--- src/rtl/mbt_scan_ctrl.sv ---
// rtl/mbt_scan_ctrl.sv - frame scan initiator for the Mandelbrot iteration ALU
// Walks the pixel grid, restarts the ALU per pixel and writes iteration counts to the frame buffer.
module mbt_scan_ctrl #(
    parameter int          H_RES    = 320,
    parameter int          V_RES    = 240,
    parameter int          ADDR_W   = 17,
    parameter logic [15:0] X_MIN    = 16'hF800,
    parameter logic [15:0] Y_MAX    = 16'h04B0,
    parameter logic [6:0]  MAX_ITER = 7'd99,
    parameter logic [7:0]  TIMEOUT  = 8'd255
) (
    input  logic              clk,
    input  logic              rst,
    input  logic              frame_start,
    input  logic [1:0]        zoom,
    output logic              alu_rst,
    output logic              alu_start,
    output logic [15:0]       c_real,
    output logic [15:0]       c_img,
    input  logic              alu_valid,
    input  logic [6:0]        alu_iter,
    output logic              fb_we,
    output logic [ADDR_W-1:0] fb_addr,
    output logic [6:0]        fb_data,
    output logic              busy,
    output logic              frame_done,
    output logic              timeout_err
);

    localparam logic [2:0] S_IDLE   = 3'd0;
    localparam logic [2:0] S_ARST   = 3'd1;
    localparam logic [2:0] S_ASTART = 3'd2;
    localparam logic [2:0] S_WAIT   = 3'd3;
    localparam logic [2:0] S_WRITE  = 3'd4;
    localparam logic [2:0] S_DONE   = 3'd5;

    logic [2:0]  state;
    logic [15:0] step;
    logic [15:0] x;
    logic [15:0] y;
    logic [7:0]  wdog;
    logic        last_col;
    logic        last_row;

    assign last_col = (x == 16'(H_RES - 1));
    assign last_row = (y == 16'(V_RES - 1));

    always_ff @(posedge clk) begin
        if (rst) begin
            state       <= S_IDLE;
            step        <= '0;
            x           <= '0;
            y           <= '0;
            wdog        <= '0;
            alu_rst     <= 1'b0;
            alu_start   <= 1'b0;
            c_real      <= '0;
            c_img       <= '0;
            fb_we       <= 1'b0;
            fb_addr     <= '0;
            fb_data     <= '0;
            busy        <= 1'b0;
            frame_done  <= 1'b0;
            timeout_err <= 1'b0;
        end else begin
            alu_rst    <= 1'b0;
            alu_start  <= 1'b0;
            fb_we      <= 1'b0;
            frame_done <= 1'b0;
            case (state)
                S_IDLE: begin
                    if (frame_start) begin
                        step        <= 16'h0008 >> zoom;
                        x           <= '0;
                        y           <= '0;
                        fb_addr     <= '0;
                        c_real      <= X_MIN;
                        c_img       <= Y_MAX;
                        busy        <= 1'b1;
                        timeout_err <= 1'b0;
                        alu_rst     <= 1'b1;
                        state       <= S_ARST;
                    end
                end
                S_ARST: begin
                    alu_start <= 1'b1;
                    state     <= S_ASTART;
                end
                S_ASTART: begin
                    wdog  <= '0;
                    state <= S_WAIT;
                end
                S_WAIT: begin
                    // A valid arriving on the expiry cycle still wins over the watchdog.
                    if (alu_valid) begin
                        fb_data <= alu_iter;
                        fb_we   <= 1'b1;
                        state   <= S_WRITE;
                    end else if (wdog == TIMEOUT) begin
                        fb_data     <= MAX_ITER;
                        timeout_err <= 1'b1;
                        fb_we       <= 1'b1;
                        state       <= S_WRITE;
                    end else begin
                        wdog <= wdog + 8'd1;
                    end
                end
                S_WRITE: begin
                    if (last_col && last_row) begin
                        frame_done <= 1'b1;
                        busy       <= 1'b0;
                        state      <= S_DONE;
                    end else begin
                        if (last_col) begin
                            x      <= '0;
                            y      <= y + 16'd1;
                            c_real <= X_MIN;
                            c_img  <= c_img - step;
                        end else begin
                            x      <= x + 16'd1;
                            c_real <= c_real + step;
                        end
                        fb_addr <= fb_addr + ADDR_W'(1);
                        alu_rst <= 1'b1;
                        state   <= S_ARST;
                    end
                end
                S_DONE: begin
                    state <= S_IDLE;
                end
                default: begin
                    state <= S_IDLE;
                end
            endcase
        end
    end

endmodule
--- config.mk ---
export PLATFORM = sky130hd
export DESIGN_NAME = mbt_scan_ctrl
export DESIGN_NICKNAME = d
export VERILOG_FILES = /design/src/rtl/mbt_scan_ctrl.sv
export SDC_FILE = /design/constraint.sdc
export NUM_CORES = 1
export LEC_CHECK = 0
export CORE_ASPECT_RATIO = 0.9
export CORE_MARGIN = 2
export CORE_UTILIZATION = 35
export CTS_CLUSTER_SIZE = 40
export DETAILED_ROUTE_END_ITERATION = 6
export GPL_TIMING_DRIVEN = 0
export HOLD_SLACK_MARGIN = 0.12
export SYNTH_ARGS = -nofsm -noshare
export SYNTH_HDL_FRONTEND = slang
export SYNTH_SLANG_ARGS = --single-unit
--- constraint.sdc ---
create_clock -name clk -period 3.75 [get_ports clk]
set_input_delay 0.75 -clock clk [delete_from_list [all_inputs] [get_ports clk]]
set_output_delay 0.75 -clock clk [all_outputs]
set_load 0.05 [all_outputs]
# Yosys cells after proc, flatten, opt, wreduce, memory -nomap -nowiden
# Index checks and enable logic that the tools add are counted.
# Widths: inputs -> output; s select.
totals:
  out_inout_bits: 62
  mem_count: 0
  input_bits: 13
  ramBits: 0
  elab_cells: 97
  mem_bits_ro: 0
  latchBits: 0
  regBits: 121
classes:
  multipliers: 0
  order_cmp: 0
  mux: 42
  n_shift: 1
  n_eq_ne: 15
  add_sub_neg: 6
  n_reduce_logical: 16
  div: 0
  bitwise: 2
op_table:
  columns: ["operator", "n"]
  rows:
  - ["$mux 16", 11]
  - ["$pmux 16 s2", 4]
  - ["$mux 17", 2]
  - ["$pmux 17 s2", 1]
  - ["$add 16x1->16 const B", 2]
  - ["$add 17x1->17 const B", 1]
  - ["$add 16x16->16", 1]
  - ["$eq 16x8->1 const B", 1]
  - ["$eq 16x9->1 const B", 1]
  - ["$mux 8", 2]
  - ["$pmux 8 s2", 1]
  - ["$shr 4x2->16 const A", 1]
  - ["$sub 16x16->16", 1]
  - ["$pmux 3 s5", 1]
  - ["$mux 7", 2]
  - ["$ne 2x2->1 const B", 7]
  - ["$mux 3", 4]
  - ["$mux 1", 11]
  - ["$reduce_and 3->1", 3]
  - ["$add 8x1->8 const B", 1]
  - ["$eq 8x8->1 const B", 1]
  - ["$reduce_and 4->1", 2]
  - ["$reduce_bool 2->1", 4]
  - ["$eq 3x2->1 const B", 2]
  - ["other kinds (9)", 15]

# Logic depth before layout (Yosys ltp)
depth:
  word_depth: 4
  depth_mapped: 9
  depth_no_buf: 9

# Least setup slack after synthesis
# No wires, ideal clock.
synth_timing:
  path_kind: "flip-flop to flip-flop"
  start: "reg c_real[0]"
  end: "reg c_real[10]"
  stages_incl_launch_ff: 9
  setup_time_ns: 0.075
  path_slack_ns: 1.154
  n_path_buf: 0
  period_less_slack_ns: 2.596
  arrival_ns: 2.522
  cell_sequence: "dfxtp_1 -> ha_1 -> inv_1 -> fa_1 -> nor2b_1 -> o21a_1 -> o21ai_0 -> or4b_2 -> a31oi_1"
synth_between:
  elab_chain_cells: 4
synth_rtl:
  columns: ["element", "line_no", "source"]
  rows:
  - ["start: declaration", "18", "output logic [15:0] c_real,"]
  - ["start signal: assignment", "121", "c_real <= c_real + step;"]
  - ["$add 16x16->16", "121", null]
  - ["$mux 16", "114", "if (last_col) begin"]
  - ["$mux 16", "109", "if (last_col && last_row) begin"]
  - ["$pmux 16 s2", "70", "case (state)"]
# No other way between the ends. The select of a mux whose other input is x is not followed.
# A chain may end at the register's enable or synchronous reset.

# Worst setup path after layout
layout_timing:
  start: "in frame_start"
  end: "reg c_img[1]"
layout_between:
  elab_chain_cells: 2
layout_rtl:
  columns: ["element", "line_no", "source"]
  rows:
  - ["start: declaration", "14", "input logic frame_start,"]
  - ["$ne 2x2->1 (no source line)", null, null]
  - ["$reduce_and 4->1 (no source line)", null, null]
  - ["end signal: assignment", "118", "c_img <= c_img - step;"]
  - ["end: declaration", "19", "output logic [15:0] c_img,"]
# No other way between the ends.

==> impl_metrics.py <==
metrics = {
    "outcome": {
        "status": "completed",
    },
    "run": {
        "cap_violations": 0,
    },
    "critical_path": {
        "path_cells": "clkdlybuf4s50_1, or3b_1, nor2_2, nor2_1, a21oi_2, buf_2, o22ai_1",
        "cp.required_ps": 3990,
        "cpLargestDelayFamily": "simple AND/OR/NAND/NOR gates",
        "crit_slowest_cell": "nor2_2",
        "cpPeakStageDelay_ps": 550,
        "crit_fanout": 10,
        "worstPathArrival_ps": 3390,
        "start_kind": "input pin",
        "critPathBufInv": 2,
        "setup.worst_path.end_class": "flip-flop",
        "path_class": "input pin to flip-flop",
    },
    "global_route": {
        "grt_pass1_vias": 5009,
        "grt_use_total": 0.198,
        "grt_max_degree": 19,
        "antenna_found_initial": 0,
        "grt_pass1_wl_um": 25900,
        "grt-ovfl-total": 0,
    },
    "floorplanning": {
        "core-area_um2": 15400,
        "initial_core_util": 0.357,
        "die_w_um": 136,
        "dieArea_um2": 16700,
        "ioPinCount": 75,
        "fp.dieH_um": 123,
        "core.rowCount": 43,
    },
    "sta": {
        "clock_skew_ps": 16.0,
        "setup_viol": 0,
        "grt_setup_unrepaired": "no",
        "clock.fmax_ghz": 0.318,
        "max_slew.worst_pin.slew_ps": 772,
        "hold_viol_final": 0,
        "worst_slack_ps": 605,
        "final-max-slew-violation-count": 0,
        "period_share": 0.839,
        "period_needed_ps": 3140,
        "tns_ps": 0,
        "relSlewSlack": 0.481,
    },
    "clocking": {
        "cts_max_level": 3,
        "clk_latency_ps": 370,
        "cts_tree": "built",
        "cts_setup_buffers": 0,
        "ctsRootBufferMaster": "clkbuf_16",
        "clock-sinks": 109,
        "cts_buffers": 9,
        "ctsLongestPathBuffers": 2,
        "cts.repair.resized": 0,
        "path_clk_slew_ps": 80,
        "holdBufCountCts": 0,
    },
    "power_and_ir_drop": {
        "power.leakage_nw": 2.26,
        "seqPwrFrac": 0.492,
        "p_sw_mw": 0.718,
        "clock_power_share": 0.378,
        "switching_share": 0.292,
        "vdd_ir_drop_max_v": 0.000235,
        "powerDensity_nw_per_um2": 363,
        "comb_power_share": 0.130,
        "p_int_mw": 1.74,
        "power_mw": 2.46,
    },
    "detailed_routing": {
        "drt_iter0_drc": 377,
        "wl_per_cell_um": 16.7,
        "antenna_left": 0,
        "drt-vias-per-instance": 5.57,
        "post-route-drc-count": 0,
        "via_count": 5326,
        "finalWirelength_um": 16000,
        "dr.pass1.iters": 5,
    },
    "logic_synthesis": {
        "synth_area_um2": 5490,
        "synthSimpleGateAreaFrac": 0.267,
        "ys_warn_count": 0,
        "post_synth.cell_area_avg_um2": 8.26,
        "synth_top_family_by_area": "simple AND/OR/NAND/NOR gates",
        "synth_edf_count": 0,
        "synth-compound-area-share": 0.206,
        "ys_seq_area_frac": 0.397,
        "synth_top_flop_cell": "dfxtp_1",
        "synth-seq-cells": 109,
        "synth-adder-area-share": 0.0369,
        "async_flop_share": 0,
        "synthCells": 665,
        "synthMuxAreaShare": 0.00387,
        "synthXorXnorAreaFrac": 0.0510,
        "synth_nets": 693,
        "synthDistinctLibCells": 67,
    },
    "placed_design": {
        "pre_cts_ws_ps": 226,
        "dpl.hpwl_um": 11600,
        "gp_congestion": 0.871,
        "placed_cell_area_um2": 6490,
        "io_buffers": 74,
    },
    "finish": {
        "layout_common_cells": "dfxtp_1, nor2_1, clkdlybuf4s50_1",
        "syn_to_final_growth_pct": 23.1,
        "drive_above_1_share": 0.0702,
        "nets": 778,
        "antenna_cells": 0,
        "final_cell_area_um2": 6760,
        "layout_commonest_cell": "dfxtp_1",
    },
    "hold_path": {
        "hold_class": "flip-flop to flip-flop",
    },
}
per-stage QoR:
| step | hold slack (ps) | instances | utilization |
|---|---|---|---|
| floorplan | 437 | 665 | - |
| global placement | 460 | 941 | 0.422 |
| detailed placement | 467 | 941 | 0.422 |
| CTS | 479 | 957 | 0.440 |
| global route | 504 | 957 | 0.440 |
| finish | 484 | 957 | 0.440 |
kinds of logic (layout without fill, tap and decap cells):
group	Yosys count	in the layout
and+or+nand+nor	285	285
AOI/OAI and AO/OA	177	177
DFF	109	109
buffers and inverters	45	135
xor gates and xnor gates	32	32
adders and majority gates	15	15
muxes	2	2
metal layers:
layer | up-vias | track usage | share of wire
li1 | 2594 | - | -
met1 | 2556 | 0.276 | 0.49
met2 | 163 | 0.305 | 0.44
met3 | 13 | 0.0458 | 0.061
met4 | 0 | 0.0612 | 0.011
met5 | - | 0 | 0
synthesized netlist by cell type, types with 7 or more instances:
| cell type | instances | area share |
|---|---|---|
| buf_2 | 10 | 0.0091 |
| xnor2_1 | 21 | 0.033 |
| a31oi_1 | 7 | 0.0080 |
| o21ai_0 | 36 | 0.033 |
| inv_1 | 17 | 0.012 |
| nor3_1 | 20 | 0.018 |
| nand2_1 | 53 | 0.036 |
| and3_1 | 15 | 0.017 |
| nand3_1 | 29 | 0.026 |
| nand2b_1 | 7 | 0.0080 |
| a311oi_1 | 8 | 0.013 |
| nand4_1 | 11 | 0.013 |
| a21o_1 | 7 | 0.0096 |
| ha_1 | 13 | 0.030 |
| a211oi_1 | 11 | 0.015 |
| a21oi_1 | 56 | 0.051 |
| clkbuf_1 | 14 | 0.0096 |
| or3_1 | 8 | 0.0091 |
| and4_1 | 7 | 0.011 |
| xor2_1 | 11 | 0.018 |
| dfxtp_1 | 109 | 0.40 |
| nor2_1 | 90 | 0.062 |
worst reg2reg max path, delay by kind of cell, from the launching register on:
kind	cells	cell delay [ps]
flops	1	300
simple gates	3	1370
buf+inv	2	520
compound gates	2	540
final cells by class:
class / instances / area [um^2]
plain buffers: 28 / 148
clock buffers: 10 / 229
clock inverters: 6 / 47.5
fillers: 1550 / 8620
inverters: 17 / 63.8
multi-input cells: 511 / 3100
flip-flops and latches: 109 / 2180
well taps: 202 / 253
repair buffers: 74 / 741
power by group through the flow:
stage / Clock (mW) / Combinational, mW / Sequential (mW)
floorplan: 0 / 0.144 / 1.29
global placement: 0 / 0.311 / 1.23
detailed placement: 0 / 0.317 / 1.23
CTS: 0.949 / 0.318 / 1.21
global route: 0.988 / 0.346 / 1.21
finish: 0.929 / 0.320 / 1.21
registers in the layout (all words and copies together) (netlist names):
| register | flops |
|---|---|
| timeout_err | 1 |
| alu_start | 1 |
| c_real | 16 |
| state | 3 |
| c_img | 16 |
| alu_rst | 1 |
| busy | 1 |
| y | 16 |
| fb_addr | 17 |
| wdog | 8 |
| frame_done | 1 |
| fb_data | 7 |
| step | 4 |
| x | 16 |
| fb_we | 1 |
path summary, 6_finish.rpt:
kind	start	endpoint	slack [ps]	cells after the start
worst max register to register	x[11]$_SDFFE_PP0P_	c_img[1]$_SDFFE_PP0P_	900	7
worst min register to register	y[15]$_SDFFE_PP0P_	y[15]$_SDFFE_PP0P_	480	1
worst min-delay path	y[15]$_SDFFE_PP0P_	y[15]$_SDFFE_PP0P_	480	1
worst max-delay path	frame_start	c_img[1]$_SDFFE_PP0P_	610	7
Note: power is estimated with default switching activity, not from simulation.
